===== src/rtl/mdu_pkg.sv =====
// Shared encodings for the iterative multiply/divide unit: op codes, FSM states and
// a helper that sizes the iteration counter.
package mdu_pkg;

  localparam logic [2:0] MDU_MULT  = 3'b000;
  localparam logic [2:0] MDU_MULTU = 3'b001;
  localparam logic [2:0] MDU_DIV   = 3'b010;
  localparam logic [2:0] MDU_DIVU  = 3'b011;
  localparam logic [2:0] MDU_MTHI  = 3'b100;
  localparam logic [2:0] MDU_MTLO  = 3'b101;

  typedef enum logic [1:0] {
    StIdle,
    StCalc,
    StFin
  } mdu_state_e;

  function automatic int unsigned cnt_width(input int unsigned width);
    return $clog2(width + 1);
  endfunction

endpackage


===== src/rtl/mdu_step.sv =====
// One iteration of the unsigned datapath: shift-add multiply or restoring divide
// on a 2*WIDTH accumulator ({hi_part, lo_part}).
module mdu_step #(
  parameter int unsigned WIDTH = 32
) (
  input  logic               is_div,
  input  logic [2*WIDTH-1:0] acc,
  input  logic [WIDTH-1:0]   opnd,
  output logic [2*WIDTH-1:0] acc_nxt
);

  logic [WIDTH:0] sum;
  logic [WIDTH:0] trial;
  logic [WIDTH:0] diff;

  always_comb begin
    sum = {1'b0, acc[2*WIDTH-1:WIDTH]};
    if (acc[0]) sum = sum + {1'b0, opnd};
    // Partial remainder shifted left with the next dividend bit brought in.
    trial = acc[2*WIDTH-1:WIDTH-1];
    diff  = trial - {1'b0, opnd};
    if (!is_div) begin
      acc_nxt = {sum, acc[WIDTH-1:1]};
    end else if (!diff[WIDTH]) begin
      acc_nxt = {diff[WIDTH-1:0], acc[WIDTH-2:0], 1'b1};
    end else begin
      acc_nxt = {trial[WIDTH-1:0], acc[WIDTH-2:0], 1'b0};
    end
  end

endmodule


===== src/rtl/mdu_iter.sv =====
// Iterative MULT/MULTU/DIV/DIVU unit with architectural HI/LO and MTHI/MTLO writes.
// Operands are reduced to magnitudes on start; signs are reapplied in the FIN cycle.
module mdu_iter
  import mdu_pkg::*;
#(
  parameter int unsigned WIDTH = 32
) (
  input  logic             i_clk,
  input  logic             i_rst_n,
  input  logic             i_start,
  input  logic [2:0]       i_op,
  input  logic [WIDTH-1:0] i_r,
  input  logic [WIDTH-1:0] i_s,
  input  logic             i_flush,
  output logic             o_busy,
  output logic             o_done,
  output logic [WIDTH-1:0] o_hi,
  output logic [WIDTH-1:0] o_lo
);

  localparam int unsigned CW = cnt_width(WIDTH);

  mdu_state_e           state_q;
  logic [CW-1:0]        cnt_q;
  logic [2*WIDTH-1:0]   acc_q;
  logic [2*WIDTH-1:0]   acc_nxt;
  logic [WIDTH-1:0]     opnd_q;
  logic                 is_div_q, neg_q, neg_rem_q, divz_q;
  logic [WIDTH-1:0]     hi_q, lo_q;
  logic                 busy_q, done_q;

  logic                 is_signed, r_neg, s_neg;
  logic [WIDTH-1:0]     r_mag, s_mag;
  logic [2*WIDTH-1:0]   prod;
  logic [WIDTH-1:0]     quo, rem;

  always_comb begin
    is_signed = ~i_op[0];
    r_neg     = is_signed & i_r[WIDTH-1];
    s_neg     = is_signed & i_s[WIDTH-1];
    r_mag     = r_neg ? -i_r : i_r;
    s_mag     = s_neg ? -i_s : i_s;
  end

  // Most-negative / -1 needs no special case: the negated magnitude wraps to itself.
  always_comb begin
    prod = neg_q ? -acc_q : acc_q;
    quo  = neg_q ? -acc_q[WIDTH-1:0] : acc_q[WIDTH-1:0];
    if (divz_q) quo = '1;
    rem  = neg_rem_q ? -acc_q[2*WIDTH-1:WIDTH] : acc_q[2*WIDTH-1:WIDTH];
  end

  mdu_step #(
    .WIDTH (WIDTH)
  ) u_step (
    .is_div  (is_div_q),
    .acc     (acc_q),
    .opnd    (opnd_q),
    .acc_nxt (acc_nxt)
  );

  always_ff @(posedge i_clk or negedge i_rst_n) begin
    if (!i_rst_n) begin
      state_q   <= StIdle;
      cnt_q     <= '0;
      acc_q     <= '0;
      opnd_q    <= '0;
      is_div_q  <= 1'b0;
      neg_q     <= 1'b0;
      neg_rem_q <= 1'b0;
      divz_q    <= 1'b0;
      hi_q      <= '0;
      lo_q      <= '0;
      busy_q    <= 1'b0;
      done_q    <= 1'b0;
    end else begin
      done_q <= 1'b0;
      case (state_q)
        StIdle: begin
          if (i_start && !i_op[2]) begin
            is_div_q  <= i_op[1];
            neg_q     <= r_neg ^ s_neg;
            neg_rem_q <= i_op[1] & r_neg;
            divz_q    <= i_op[1] & (i_s == '0);
            acc_q     <= i_op[1] ? {{WIDTH{1'b0}}, r_mag} : {{WIDTH{1'b0}}, s_mag};
            opnd_q    <= i_op[1] ? s_mag : r_mag;
            cnt_q     <= '0;
            busy_q    <= 1'b1;
            state_q   <= StCalc;
          end else if (i_start && i_op == MDU_MTHI) begin
            hi_q <= i_r;
          end else if (i_start && i_op == MDU_MTLO) begin
            lo_q <= i_r;
          end
        end
        StCalc: begin
          if (i_flush) begin
            busy_q  <= 1'b0;
            state_q <= StIdle;
          end else begin
            acc_q <= acc_nxt;
            cnt_q <= cnt_q + 1'b1;
            if (cnt_q == CW'(WIDTH - 1)) state_q <= StFin;
          end
        end
        StFin: begin
          if (!i_flush) begin
            hi_q   <= is_div_q ? rem : prod[2*WIDTH-1:WIDTH];
            lo_q   <= is_div_q ? quo : prod[WIDTH-1:0];
            done_q <= 1'b1;
          end
          busy_q  <= 1'b0;
          state_q <= StIdle;
        end
        default: begin
          busy_q  <= 1'b0;
          state_q <= StIdle;
        end
      endcase
    end
  end

  assign o_busy = busy_q;
  assign o_done = done_q;
  assign o_hi   = hi_q;
  assign o_lo   = lo_q;

endmodule


===== config.mk =====
export PLATFORM = sky130hd
export DESIGN_NAME = mdu_iter
export DESIGN_NICKNAME = d
export VERILOG_FILES = /design/src/rtl/mdu_pkg.sv /design/src/rtl/mdu_step.sv /design/src/rtl/mdu_iter.sv
export SDC_FILE = /design/constraint.sdc
export NUM_CORES = 1
export LEC_CHECK = 0
export BUFFER_PORTS_ARGS = -buffer_cell sky130_fd_sc_hd__clkbuf_2
export CAP_MARGIN = 20
export CORE_MARGIN = 2
export CORE_UTILIZATION = 58
export CTS_CLUSTER_DIAMETER = 150
export CTS_CLUSTER_SIZE = 14
export DETAILED_ROUTE_END_ITERATION = 10
export GPL_TIMING_DRIVEN = 0
export PLACE_DENSITY = 0.78
export SYNTH_ARGS = -nofsm -noshare
export SYNTH_HDL_FRONTEND = slang
export SYNTH_HIERARCHICAL = 1
export SYNTH_SLANG_ARGS = --single-unit

===== constraint.sdc =====
create_clock -name i_clk -period 7.1 [get_ports i_clk]
set_clock_uncertainty 0.2 [all_clocks]
set_input_delay 1.775 -clock i_clk [delete_from_list [all_inputs] [get_ports i_clk]]
set_output_delay 1.775 -clock i_clk [all_outputs]
set_load 0.02 [all_outputs]

# After elaboration in Yosys (flattened, before gate mapping)
# Index checks and enable logic that the tools add are counted.
# Widths: inputs -> output; s select.
[word_totals]
n_memories = 0
output_inout_bits = 66
latch_bits = 0
rom_bits = 0
reg_bits = 174
mem_bits_rw = 0
[classes]
n_mux = 37
n_eq_ne = 14
n_addsub = 8
n_shift = 0
div = 0
n_mul = 0
magnitude_cmp = 0
bitwise = 6
reduce_logical = 14
[ops]
columns = ["op", "count"]
rows = [
  ["$mux 32", 16],
  ["$mux 64", 5],
  ["$neg 32->32", 4],
  ["$pmux 32 s2", 2],
  ["$pmux 64 s2", 1],
  ["$neg 64->64", 1],
  ["$add 32x32->33", 1],
  ["$mux 33", 1],
  ["$sub 33x32->33", 1],
  ["$logic_not 32->1", 1],
  ["$ne 2x2->1 const B", 8],
  ["$mux 6", 2],
  ["$pmux 6 s2", 1],
  ["$add 6x1->6 const B", 1],
  ["$eq 3x3->1 const B", 2],
  ["$eq 6x5->1 const B", 1],
  ["$mux 2", 3],
  ["$reduce_and 2->1", 3],
  ["$reduce_and 5->1", 1],
  ["$and 1x1->1", 4],
  ["$mux 1", 4],
  ["$pmux 2 s2", 1],
  ["$reduce_and 4->1", 1],
  ["$reduce_bool 2->1", 2],
  ["10 further kinds", 12],
]

# Logic depth before layout (Yosys ltp)
[logic_depth]
depth_word = 6
mapped_depth = 16
ltp_nobuf = 15

# Cells and area by module
# The synthesis kept the hierarchy.
[modules_own_cells]
columns = ["module", "instances", "area_each_um2", "cells_per_inst"]
rows = [
  ["mdu_iter", 1, 10958.0, 1308],
  ["mdu_step", 1, 4829.6, 681],
]

# Worst setup path before layout
# Ideal clock, no wire load.
[synth_path]
path_kind = "input -> register"
start = "input port i_r[21]"
end = "register acc_q[30]"
cell_stages = 7
t_arrival_ns = 3.644
setup_ns = 0.142
path_slack_ns = 3.114
cell_sequence = "or4_4 > or3_1 > buf_2 > or3_4 > o31ai_4 > xor2_1 > o221ai_1"
[synth_between]
elab_chain_cells = 5
[synth_rtl]
columns = ["item", "line", "rtl"]
rows = [
  ["start, declared", "mdu_iter.sv:12", "input logic [WIDTH-1:0] i_r,"],
  ["$neg 32->32", "mdu_iter.sv:41", "r_mag = r_neg ? -i_r : i_r;"],
  ["$mux 32", "mdu_iter.sv:41", ""],
  ["$mux 32", "mdu_iter.sv:85", "acc_q <= i_op[1] ? {{WIDTH{1'b0}}, r_mag} : {{WIDTH{1'b0}}, s_mag};"],
  ["$mux 64", "mdu_iter.sv:80", "if (i_start && !i_op[2]) begin"],
  ["$pmux 64 s2", "mdu_iter.sv:78", "case (state_q)"],
  ["end signal, assigned", "mdu_iter.sv:85", ""],
  ["end signal, assigned", "mdu_iter.sv:101", "acc_q <= acc_nxt;"],
  ["end, declared", "mdu_iter.sv:25", "logic [2*WIDTH-1:0] acc_q;"],
]
# Every way passes these cells. The select of a mux whose other input is x is not followed.
# A chain may end at the register's enable or synchronous reset.

# Worst setup path in the final report
[layout_path]
start = "register acc_q[31]"
end = "register acc_q[33]"
[layout_between]
elab_chain_cells = 5
[layout_rtl]
columns = ["item", "line", "rtl"]
rows = [
  ["$sub 33x32->33", "mdu_step.sv:21", "diff = trial - {1'b0, opnd};"],
  ["$mux 64", "mdu_step.sv:24", "end else if (!diff[WIDTH]) begin"],
  ["$mux 64", "mdu_step.sv:22", "if (!is_div) begin"],
  ["net acc_nxt[33]", "mdu_iter.sv:26", "logic [2*WIDTH-1:0] acc_nxt;"],
  ["$mux 64", "mdu_iter.sv:97", "if (i_flush) begin"],
  ["$pmux 64 s2", "mdu_iter.sv:78", ""],
]
# The timed path passes the listed nets, and every way through them passes these cells. The select of a mux whose other input is x is not followed.

==> metrics.md <==
| Metric | Value |
|---|---|
| WL final | 64000 um |
| Worst path slowest cell | a2111oi_1 |
| CP max FO | 10 |
| Drt first pass iters | 8 |
| Detail Route Antenna Nets | 0 |
| WP data required | 7270 ps |
| Fin. Hold Viols | 0 |
| Synth cell count leaders | 250 x nand2_1, 174 x dfrtp_1, 156 x a21oi_1, 143 x o21ai_0, 120 x nor2_1 |
| Post-route clock period utilization | 70.8% |
| Share of flip-flops with an asynchronous set or reset | 100% |
| Cell count after synthesis | 1989 |
| Worst R2R Path Depth | 16 |
| Tmin final | 5030 ps |
| Largest net degree at the start of global routing | 108 |
| Max-slew violations | 0 |
| DP HPWL | 50400 um |
| Ys flop type | dfrtp_1 |
| Min-delay src | o_lo[17]$_DFFE_PN0P_ |
| Worst EP arrival | 5200 ps |
| Post-CTS setup buffers | 0 |
| Slowest cell delay on critical path | 810 ps |
| Number of diodes | 0 |
| WL/cell | 25.7 um |
| Buf+Inv Stages, Crit Path | 2 |
| # setup viols final | 0 |
| R2r startpoint | acc_q[31]$_DFFE_PN0P_ |
| Post_cts resized | 0 |
| Syn Nets | 2131 |
| RSZ-0062 raised after global routing | no |
| Post-synth top area cell | dfrtp_1 |
| Peak supply drop | 259 uV |
| Die extent in y | 169 um |
| Total Routing Usage GR | 44.3% |
| CP endpoint kind | register |
| Buffers on Ports | 135 |
| Die outline area | 28600 um^2 |
| Top-count cell post-synth | nand2_1 |
| Warnings from Yosys | 6 |
| Synth Register Bits | 174 |
| Register area share after synthesis | 27.6% |
| Outcome | finished clean |
| DR iter-0 viols | 2570 |
| Initial antenna violation count | 1 |
| Synth top area cells | dfrtp_1 28%, xnor2_1 6.3%, nand2_1 5.9%, ha_1 5.5%, a21oi_1 4.9% |
| Synth Cell Area | 15800 um^2 |
| Worst min path class | reg -> reg |
| CP Class | reg -> reg |
| H-tree depth | 4 |
| Io pins | 137 |
| Setup TNS | 0 ps |
| Drt drc | 0 |
| CTS max path bufs | 2 |
| Cell area power density | 521 nW/um^2 |
| Post-Syn Area per Cell | 7.94 um^2 |
| Synth top area share | 27.6% |
| Worst-Skew Late Latency | 450 ps |
| NumNets Final | 2286 |
| Share of cells above drive strength 1 | 11.5% |
| Worst slew pin tran | 886 ps |
| CTS buffer count | 17 |
| Hold-fix buffers, CTS | 0 |
| Core footprint | 26900 um^2 |
| Number of fill cells | 2379 |
| Die Span X | 169 um |
| Num rows | 60 |
| Post-synthesis cell type count | 95 |
| Clock-pin slew on the worst setup and hold paths | 80 ps |
| Max-Cap Viols | 0 |
| R2r setup slk | 2070 ps |
| Global-route wire length before repair | 96400 um |
| DR vias | 17300 |
| Slew HR | 40.8% |
| LEAKAGE | 0.00770 uW |
| Crit path cell chain | inv_1, ha_1, fa_1, nand2b_1, a21oi_2, a2111oi_1, o21a_1, nor4_4, o211ai_1, mux2_4, nor2_8, buf_6, nand2_1, a31oi_1, nand3_1, o21ai_0 |
| Final Util | 65.0% |
| Clock Sink Count | 174 |
| Gpl congestion | 1.05 |
| Area grow syn2layout | 10.7% |
| Top Family by Delay on Critical Path | compound AO/OA/AOI/OAI gates |
| Root Driver | clkbuf_16 |
| Capturing point of the worst reg2reg path | acc_q[33]$_DFFE_PN0P_ |
| GR Overflow Total | 0 |
| TritonCTS clock tree | done |
| Hold-critical path depth | 2 |
| Hold Crit Endpoint | o_lo[17]$_DFFE_PN0P_ |
| F_max | 199 MHz |
| Startpoint Class | register |
| Initial core utilization | 58.7% |
| Post-synth EDFFs | 0 |
| Vias in the first global route | 16300 |
| Post-DR vias/cell | 6.95 |
## cell usage in the layout (no fill, tap or decap), types with 8 or more instances in the layout
cell	Yosys	layout
nand2_1	250	250
dfrtp_1	174	174
a21oi_1	156	156
o21ai_0	143	143
clkbuf_2	0	134
nor2_1	120	120
xnor2_1	113	113
clkbuf_1	98	98
ha_1	69	69
nand3_1	65	65
inv_1	58	58
xor2_1	56	56
mux2i_1	51	51
o22ai_1	44	44
nor3_1	41	41
a211oi_1	40	40
mux2_2	37	37
o31ai_1	33	33
nor2b_1	30	30
nor4_1	29	29
a21o_1	27	27
or3_1	24	24
nand4_1	24	24
nand2b_1	23	23
o221ai_1	23	23
o211ai_1	23	23
a31oi_1	22	22
and3_1	20	20
or4_1	17	17
clkbuf_16	0	17
a22oi_1	13	13
o41ai_1	12	12
o21a_1	10	10
a221oi_1	9	9
buf_1	8	8
## sequential cells by signal (all words and copies together), names as in the netlist, 2 cells and up
name     cells
acc_q       64
cnt_q        6
o_hi        32
o_lo        32
opnd_q      32
state_q      2
## final cells by class
cell class | instances | area (um^2) | area share [%]
multi-input combinational | 1637 | 10700 | 61.2
clock buffer | 18 | 439 | 2.51
sequential | 174 | 4350 | 24.9
clock inverter | 12 | 114 | 0.651
buffer | 119 | 517 | 2.96
tap | 341 | 427 | 2.44
timing repair buffer | 136 | 712 | 4.07
inverter | 59 | 221 | 1.27
## through the flow
step                      instance area [um^2]  setup slack (ps)  hold WS, ps  cells  power, uW
after floorplan                          15800              3110          265   1989       6060
after global placement                   16900               798          268   2465       7770
after detailed placement                 16900              2280          273   2466       7900
after CTS                                17500              2350          289   2496       8860
after global routing                     17500              2030          314   2496       9600
final                                    17500              2070          289   2496       9100
## how the worst max path moves through the flow
stage,from,endpoint,slack [ps],depth (start not counted)
3_5_place_dp,i_r[0],opnd_q[30]$_DFFE_PN0P_,2280,9
4_1_cts,acc_q[31]$_DFFE_PN0P_,acc_q[33]$_DFFE_PN0P_,2350,16
3_3_place_gp,i_rst_n,o_lo[3]$_DFFE_PN0P_,800,1
2_1_floorplan,i_r[21],acc_q[30]$_DFFE_PN0P_,3110,7
6_report,acc_q[31]$_DFFE_PN0P_,acc_q[33]$_DFFE_PN0P_,2070,16
5_1_grt,acc_q[31]$_DFFE_PN0P_,acc_q[33]$_DFFE_PN0P_,2030,16
## tightest hold or removal path, delay by kind of cell, from the launching register on
kind / cells / cell delay, ps
DFF: 1 / 350
AOI/OAI and AO/OA: 1 / 60
and+or+nand+nor: 1 / 50
## power breakdown
group          internal (uW)  switching, uW
logic                   2270           3710
clock network            492            448
registers               1420            769
## per-layer routing
| metal | part of all wire (%) | wire length [um] | track usage [%] |
|---|---|---|---|
| met5 | 0 | 0 | 0 |
| met3 | 12 | 7900 | 10.1 |
| met1 | 39 | 24900 | 59.1 |
| met2 | 43 | 27600 | 67.8 |
| met4 | 5.7 | 3620 | 21.7 |
## cell families (layout without fill, tap and decap cells)
| logic type | Yosys count | count (layout) | synth area share [%] |
|---|---|---|---|
| compound gates | 613 | 613 | 24.9 |
| xor+xnor | 169 | 169 | 9.38 |
| fa+ha+maj | 71 | 71 | 5.72 |
| buf+inv | 178 | 344 | 4.68 |
| flops | 174 | 174 | 27.6 |
| mux | 91 | 91 | 6.11 |
| simple gates | 693 | 693 | 21.6 |
Power figures use the tool's default switching activity.
